### config.mk
export PLATFORM = sky130hd
export DESIGN_NAME = regfile_write_scheduler
export DESIGN_NICKNAME = d
export VERILOG_FILES = /design/src/rtl/regfile_write_scheduler.sv
export SDC_FILE = /design/constraint.sdc
export NUM_CORES = 1
export LEC_CHECK = 0
export CORE_ASPECT_RATIO = 1.4
export CORE_MARGIN = 1
export CORE_UTILIZATION = 29
export DETAILED_ROUTE_END_ITERATION = 10
export GPL_TIMING_DRIVEN = 0
export PLACE_DENSITY = 0.68
export SYNTH_ARGS = -nofsm -noshare
export SYNTH_HDL_FRONTEND = slang
export SYNTH_SLANG_ARGS = --single-unit
export TNS_END_PERCENT = 1
### constraint.sdc
create_clock -name clk -period 2.7 [get_ports clk]
set_clock_uncertainty 0.15 [all_clocks]
set_input_delay 0.27 -clock clk [delete_from_list [all_inputs] [get_ports clk]]
set_output_delay 0.27 -clock clk [all_outputs]
set_load 0.1 [all_outputs]
### src/rtl/regfile_write_scheduler.sv
// Register-file write scheduler: issue scoreboard plus round-robin arbitration of ALU/load writebacks.
// Optional macro REGFILE_CLEAR_EN zeroes x1..x31 after reset release before accepting traffic.
module regfile_write_scheduler (
    input  logic        clk,
    input  logic        reset_n,
    input  logic        issue_valid,
    input  logic [4:0]  issue_rd,
    input  logic [4:0]  rs1_ptr,
    input  logic [4:0]  rs2_ptr,
    output logic        hazard,
    input  logic        alu_valid,
    input  logic [4:0]  alu_rd,
    input  logic [31:0] alu_data,
    output logic        alu_ready,
    input  logic        mem_valid,
    input  logic [4:0]  mem_rd,
    input  logic [31:0] mem_data,
    output logic        mem_ready,
    output logic        rf_write_en,
    output logic [4:0]  rf_write_ptr,
    output logic [31:0] rf_write_data,
    output logic [31:0] busy_mask,
    output logic        init_done
);

    typedef enum logic [1:0] {ST_RESET, ST_CLEAR, ST_RUN} state_t;

    localparam logic GRANT_ALU = 1'b0;
    localparam logic GRANT_MEM = 1'b1;

    state_t      state_q, state_d;
    logic        last_grant_q, last_grant_d;
    logic        wr_en_q, wr_en_d;
    logic [4:0]  wr_ptr_q, wr_ptr_d;
    logic [31:0] wr_data_q, wr_data_d;
    logic [31:0] busy_q, busy_d;
    logic [31:0] set_vec, clr_vec;
    logic        issue_accept;

`ifdef REGFILE_CLEAR_EN
    logic init_done_q, init_done_d;
    assign init_done = init_done_q;
`else
    assign init_done = 1'b1;
`endif

    // busy_q[0] never sets, so looking up x0 always reads "not busy"
    assign hazard       = !init_done || busy_q[rs1_ptr] || busy_q[rs2_ptr] || busy_q[issue_rd];
    assign issue_accept = issue_valid && !hazard;

    assign set_vec = (issue_accept && issue_rd != 5'd0) ? (32'd1 << issue_rd) : 32'd0;
    assign clr_vec = wr_en_q ? (32'd1 << wr_ptr_q) : 32'd0;

    // Set has priority so a re-issue at the write edge keeps the register busy
    genvar gi;
    generate
        for (gi = 0; gi < 32; gi++) begin : g_busy
            assign busy_d[gi] = set_vec[gi] | (busy_q[gi] & ~clr_vec[gi]);
        end
    endgenerate

    always_comb begin
        state_d      = state_q;
        last_grant_d = last_grant_q;
        wr_en_d      = 1'b0;
        wr_ptr_d     = wr_ptr_q;
        wr_data_d    = wr_data_q;
        alu_ready    = 1'b0;
        mem_ready    = 1'b0;
`ifdef REGFILE_CLEAR_EN
        init_done_d  = init_done_q;
`endif
        case (state_q)
            ST_RESET: begin
`ifdef REGFILE_CLEAR_EN
                state_d   = ST_CLEAR;
                wr_en_d   = 1'b1;
                wr_ptr_d  = 5'd1;
                wr_data_d = 32'd0;
`else
                state_d   = ST_RUN;
`endif
            end
            ST_CLEAR: begin
`ifdef REGFILE_CLEAR_EN
                if (wr_ptr_q == 5'd31) begin
                    state_d     = ST_RUN;
                    init_done_d = 1'b1;
                end else begin
                    wr_en_d   = 1'b1;
                    wr_ptr_d  = wr_ptr_q + 5'd1;
                    wr_data_d = 32'd0;
                end
`else
                state_d = ST_RUN;
`endif
            end
            ST_RUN: begin
                alu_ready = alu_valid && (!mem_valid || last_grant_q == GRANT_MEM);
                mem_ready = mem_valid && (!alu_valid || last_grant_q == GRANT_ALU);
                if (alu_ready) begin
                    last_grant_d = GRANT_ALU;
                    wr_en_d      = (alu_rd != 5'd0);
                    wr_ptr_d     = alu_rd;
                    wr_data_d    = alu_data;
                end else if (mem_ready) begin
                    last_grant_d = GRANT_MEM;
                    wr_en_d      = (mem_rd != 5'd0);
                    wr_ptr_d     = mem_rd;
                    wr_data_d    = mem_data;
                end
            end
            default: state_d = ST_RESET;
        endcase
    end

    always_ff @(posedge clk or negedge reset_n) begin
        if (!reset_n) begin
            state_q      <= ST_RESET;
            last_grant_q <= GRANT_MEM;
            wr_en_q      <= 1'b0;
            wr_ptr_q     <= 5'd0;
            wr_data_q    <= 32'd0;
            busy_q       <= 32'd0;
        end else begin
            state_q      <= state_d;
            last_grant_q <= last_grant_d;
            wr_en_q      <= wr_en_d;
            wr_ptr_q     <= wr_ptr_d;
            wr_data_q    <= wr_data_d;
            busy_q       <= busy_d;
        end
    end

`ifdef REGFILE_CLEAR_EN
    always_ff @(posedge clk or negedge reset_n) begin
        if (!reset_n) begin
            init_done_q <= 1'b0;
        end else begin
            init_done_q <= init_done_d;
        end
    end
`endif

    assign rf_write_en   = wr_en_q;
    assign rf_write_ptr  = wr_ptr_q;
    assign rf_write_data = wr_data_q;
    assign busy_mask     = busy_q;

endmodule

* Word-level counts from Yosys, hierarchy flattened
Cells that the tools add are included.
** Cells by class
- Add/sub/neg operators :: 0
- Multipliers :: 0
- Div/mod/pow operators :: 0
- Order comparisons :: 3
- Equality and inequality tests :: 2
- Shifts and indexed selects :: 2
- Multiplexer cells :: 20
- Bitwise logic cells :: 97
- Reduce and logical (&&, ||, !) cells :: 18
** Operators by type and width (count)
- 32-bit 2-to-1 mux :: 4
- 1-bit by 5-bit left shift with 32-bit output (first input constant) :: 2
- 1-bit NOT :: 33
- 1-bit bitwise AND :: 32
- 1-bit OR :: 32
- 5-bit by 6-bit less-than comparator with 1-bit output (second input constant) :: 3
- 1-bit binary-select mux with 5-bit select :: 3
- 5-bit nonzero test :: 3
- 1-bit 2-to-1 mux :: 10
- 5-bit 2-to-1 mux :: 2
- 1-bit logical AND :: 4
- 1-bit logical OR :: 4
- 2-bit case mux with 2 select lines :: 1
- 1-bit logical NOT :: 3
- 2-bit by 1-bit == test with 1-bit output (second input constant) :: 1
- 2-bit == test (second input constant) :: 1
- 2-bit logical NOT :: 1
- 2-bit AND reduction :: 1
- 2-bit nonzero test :: 1
- 2-bit OR reduction :: 1
** Word-level totals
- Flip-flop bits (word level) :: 73
- Latch bits :: 0
- RAM bits :: 0
- ROM bits :: 0
- Bits of input ports :: 94
- Word-level logic and storage cells :: 148
- Memories kept :: 0

* Longest topological paths before layout
Gate-level depths: netlist of run 1.
- Depth in word-level cells :: 9
- Gate-level depth with buffers :: 9
- Depth with buffers taken out :: 6

* Least setup slack after synthesis of run 1
OpenSTA, ideal clock, no wires.
- Path kind :: register to output
- Start point :: register busy_q[23] (netlist: busy_mask[23])
- End point :: output hazard
- Arrival time :: 3.569 ns
- Slack :: -1.289 ns
- Stages on the path, launching flop included :: 7
- Buffers on the path :: 1
- Path through :: dfrtp_1 mux2i_1 mux4_2 a22oi_1 nand2_1 buf_4 o21bai_1
** Between the ends
- Cells in the longest elaborated chain, start to end :: 4
- Elaborated cells on any way between the ends :: 8
- Classes of those cells :: mux: 6; reduce/logical: 2
** Ends and longest elaborated chain
- from (decl) :: line 36 : logic [31:0] busy_q, busy_d;
- from (signal assigned) :: line 131 : busy_q <= busy_d;
- 1-bit binary-select mux with 5-bit select :: line 48 : assign hazard = !init_done || busy_q[rs1_ptr] || busy_q[rs2_ptr] || busy_q[issue_rd];
- 1-bit 2-to-1 mux (implied by the code) :: line 48
- 1-bit logical OR :: line 48
- 1-bit logical OR * :: line 48
- to (decl) :: line 10 : output logic hazard,
Mark *: on every way between the ends. The rest lies on a longest branch, timed or not. The select of a mux whose other input is x is not followed.

* Final worst setup path of run 1
- Start point :: register busy_q[16] (netlist: busy_mask[16])
- End point :: output hazard
Same word-level chain as after synthesis.

==> results.md, run 1 <==
- Result of the run: complete, but fails checks
- Violated checks: negative setup slack
- Remaining design rule violation count: 0
- Initial antenna violation count: 0
- Instance count of the mapped netlist: 463
- Worst hold path cell count: 2
- Shortest clock period the worst path allows after layout: 2.79 ns
- Proportion of register bits with asynchronous set or reset after synthesis: 100%
- Number of synthesized register bits: 72
- CP max stage cell: dfrtp_4
- Chain of cells forming the critical path: mux4_2 > mux2_4 > nand3_2 > and4_4 > nand3_4 > o21bai_4 > buf_12
- Count leader, synth: o21ai_0
- Floorplan row count: 52
- Capturing point of the worst reg2reg path: busy_mask[2]$_DFF_PN0_
- Number of distinct library cell variants in the gate-level netlist after synthesis: 43
- Critical Path Start Type: register
- Routed Antenna Nets: 0
- Num ports: 168
- Max capacitance violation total: 0
- Capture endpoint of the worst hold path: rf_write_data[0]$_DFFE_PN0P_
- Remaining global-route overflow: 0
- First DRT Iteration DRCs: roughly 160
- RSZ-0062 raised after global routing: true
- Per-instance average area after synthesis: 9.34 um2
- Vias in the first global route: ~4800
- Global-route wire length before repair: approximately 25000 um
- Commonest cells in the netlist: o21ai_0, dfrtp_1, mux2i_1
- Maximum number of pins on one net before global-route repair: 73
- Main combinational cell family by area after synthesis: multiplexers
- Final hold violation count: 0
- Total of endpoints with negative setup slack in the final report: 1
- Synthesis warning total: 0
- Count of final max-slew check failures: 0
- Core Area: approximately 15000 um2
- Worst setup slack for register-to-register paths: 0.20 ns
- Post-Route Hold Slack: 0.329 ns
- Overall Global Routing Usage: 20.7%
- Starting density of the core: 29.8%
- Depth of the worst register-to-register path: 8
- Worst-path fanout max: 4
- Width of the die: 105 um
- Synthesized-area fraction occupied by and/or/nand/nor cells: between 15 and 20%
- Max-slew headroom at the worst pin: 31.9%
- Slew @ Worst Pin: between 1 and 1.5 ns
- Total leakage power: 2.71 nW
- Area leader, netlist: dfrtp_1
- Adder and majority cell fraction of the synthesized area: 0%
- CP endpoint kind: output pin
- Setup Crit Path Kind: reg2out
- Area added between synthesis and finish: 55.6%
- Die height: ~150 um
- Required time of the critical path: 2.28 ns
- Xor/xnor cell area share of the yosys netlist: 0%
- Area of the mapped netlist: 4330 um2
- Deepest level of the CTS H-tree: 3
- Antenna cells: 0
- Layout cells sized above 1: 16.1%
- Yosys top cell area share: 41.1%
- Share of the clock period used by the worst path after layout: 103%
- Clock-pin slew reported for the worst setup and hold paths after clock tree synthesis: 0.06 ns
- Multiplexer fraction of the synthesized cell area: 20.5%
- Routability congestion estimate from global placement: 0.927
- Register area share after synthesis: 41.7%
- Longest individual stage delay on the worst path: 0.50 ns
- Count of buffers inserted at the top-level ports: 161
- VDD IR-drop max: 0.704 mV
- Classification of the worst-slack hold path: reg2reg
- Max Clock Freq: about 360 MHz
- Total cell area at the placement stage: 6270 um2
- Post-synthesis compound-gate area fraction: 17.3%
- Launch point of the worst hold path: rf_write_data[0]$_DFFE_PN0P_
- Layout Nets: 749
- Sinks on Clock Net: 72
- Worst skew pair latency: approximately 0.34 ns
- Total clock buffers created by CTS: 9
- Total via count in the routed design: about 4500
- Worst endpoint data arrival time: 2.37 ns
- CTS tree: built
- EDFF count, synth: 0
- Setup slack at placement: -1.29 ns
- Average via count per standard cell: 5.26
- Wire length reported by the detailed router: 15500 um
- Top_reg_cell synth: dfrtp_1
- Number of buffers on the longest clock path: 2
- Layout Cell Area excl Fill: between 6000 and 7000 um2
- Post-DR wirelength/cell: 18.3 um
- Length of the first detailed-routing pass in iterations: 4
- Root buffer cell: clkbuf_16
- Biggest area contributors in the synthesized netlist: dfrtp_1, mux2i_1, o21ai_0
- Power Dens Cells: 1200 nW/um2
- Die area: around 15000 um2
- Reg2reg start: busy_mask[16]$_DFF_PN0_
- HPWL reported at the end of detailed placement: roughly 12000 um
- Worst path setup slack after routing: -0.0858 ns
## repair_timing
item,CTS,global route
pin swaps,2,0
hold buffers,1,0
hold endpoints to repair,71,0
endpoints found under the setup margin,2,1
gates resized for setup,22,4
buffers inserted,15,4
## final cells by class
type / count / area [um2]
Tap cell: 189 / 236
Clock inverter: 5 / 32.5
Timing Repair Buffer: 181 / 1770
Fill cell: 1396 / 7780
Multi-Input combinational cell: 357 / 2420
Buffer: 31 / 145
Clock buffer: 11 / 243
Sequential cell: 72 / 1870
Inverter: 3 / 11.3
## power by group
part	switching (W)	leakage, nW	internal [W]
clock network	0.000456	0.128	0.000643
registers	0.000462	0.824	0.00152
logic	0.00360	1.76	0.00136
total	0.00452	2.71	0.00353
## state kept, by name, summed over array words and instances, names as in the netlist
| signal | cells |
|---|---|
| rf_write_ptr | 5 |
| rf_write_data | 32 |
| rf_write_en | 1 |
| busy_mask | 32 |
| state_q | 1 |
| last_grant_q | 1 |
## worst max-delay path, delay by kind of cell (launching register included)
family                 cells  cell delay, ns
AOI/OAI and AO/OA          1            0.20
buffers and inverters      1            0.17
DFF                        1            0.50
muxes                      2            0.79
and+or+nand+nor            3            0.38
## routing by layer
metal,part of all wire (%),vias to the layer above,track usage (%)
met3,7.8,33,6.16
met1,36,2163,20.9
met4,4.0,0,11.5
met5,0,-,0
li1,-,2064,-
met2,52,203,37.4
## cells by family after synthesis
group,Yosys count
buffers and inverters,35
AO/OA/AOI/OAI,129
flip-flops,72
AND/OR/NAND/NOR,146
other,1
multiplexers,80
## cell usage in the layout, fill, tap and decap left out, drive strengths merged, types with 6 or more instances in the layout
master / count
mux2i: 71
mux4: 6
nand2b: 11
nand2: 62
nand3: 19
a22oi: 6
o21ai: 103
dfrtp: 71
nand4: 11
clkbuf: 30
nor2b: 13
clkdlybuf4s50: 155
nor2: 16
buf: 33
## through the flow
| stage | setup TNS (ns) | utilization, % | cells | total power, W |
|---|---|---|---|---|
| CTS | -0.185 | 46.2 | 846 | 0.00805 |
| global placement | -99.25 | 43.2 | 814 | 0.00669 |
| detailed placement | -3.78 | 43.2 | 814 | 0.00675 |
| global route | -0.129 | 46.4 | 849 | 0.00838 |
| finish | -0.0858 | 46.4 | 849 | 0.00805 |
| floorplan | -0.0312 | - | 464 | 0.00538 |
## how the worst max path moves through the flow
stage / endpoint / depth (start not counted) / startpoint
after global routing: hazard / 7 / busy_mask[16]$_DFF_PN0_
after floorplan: hazard / 6 / busy_mask[8]$_DFF_PN0_
after CTS: hazard / 8 / busy_mask[21]$_DFF_PN0_
final: hazard / 7 / busy_mask[16]$_DFF_PN0_
after detailed placement: hazard / 9 / rs1_ptr[0]
after global placement: busy_mask[13]$_DFF_PN0_ / 1 / reset_n
No activity file was read; power rests on OpenSTA's default activity.
==> run 2: changes to the inputs <==
- HOLD_SLACK_MARGIN: default -> 0.12
==> results of run 2 <==
The final DEF is identical to that of run 1; final timing and power are the same.
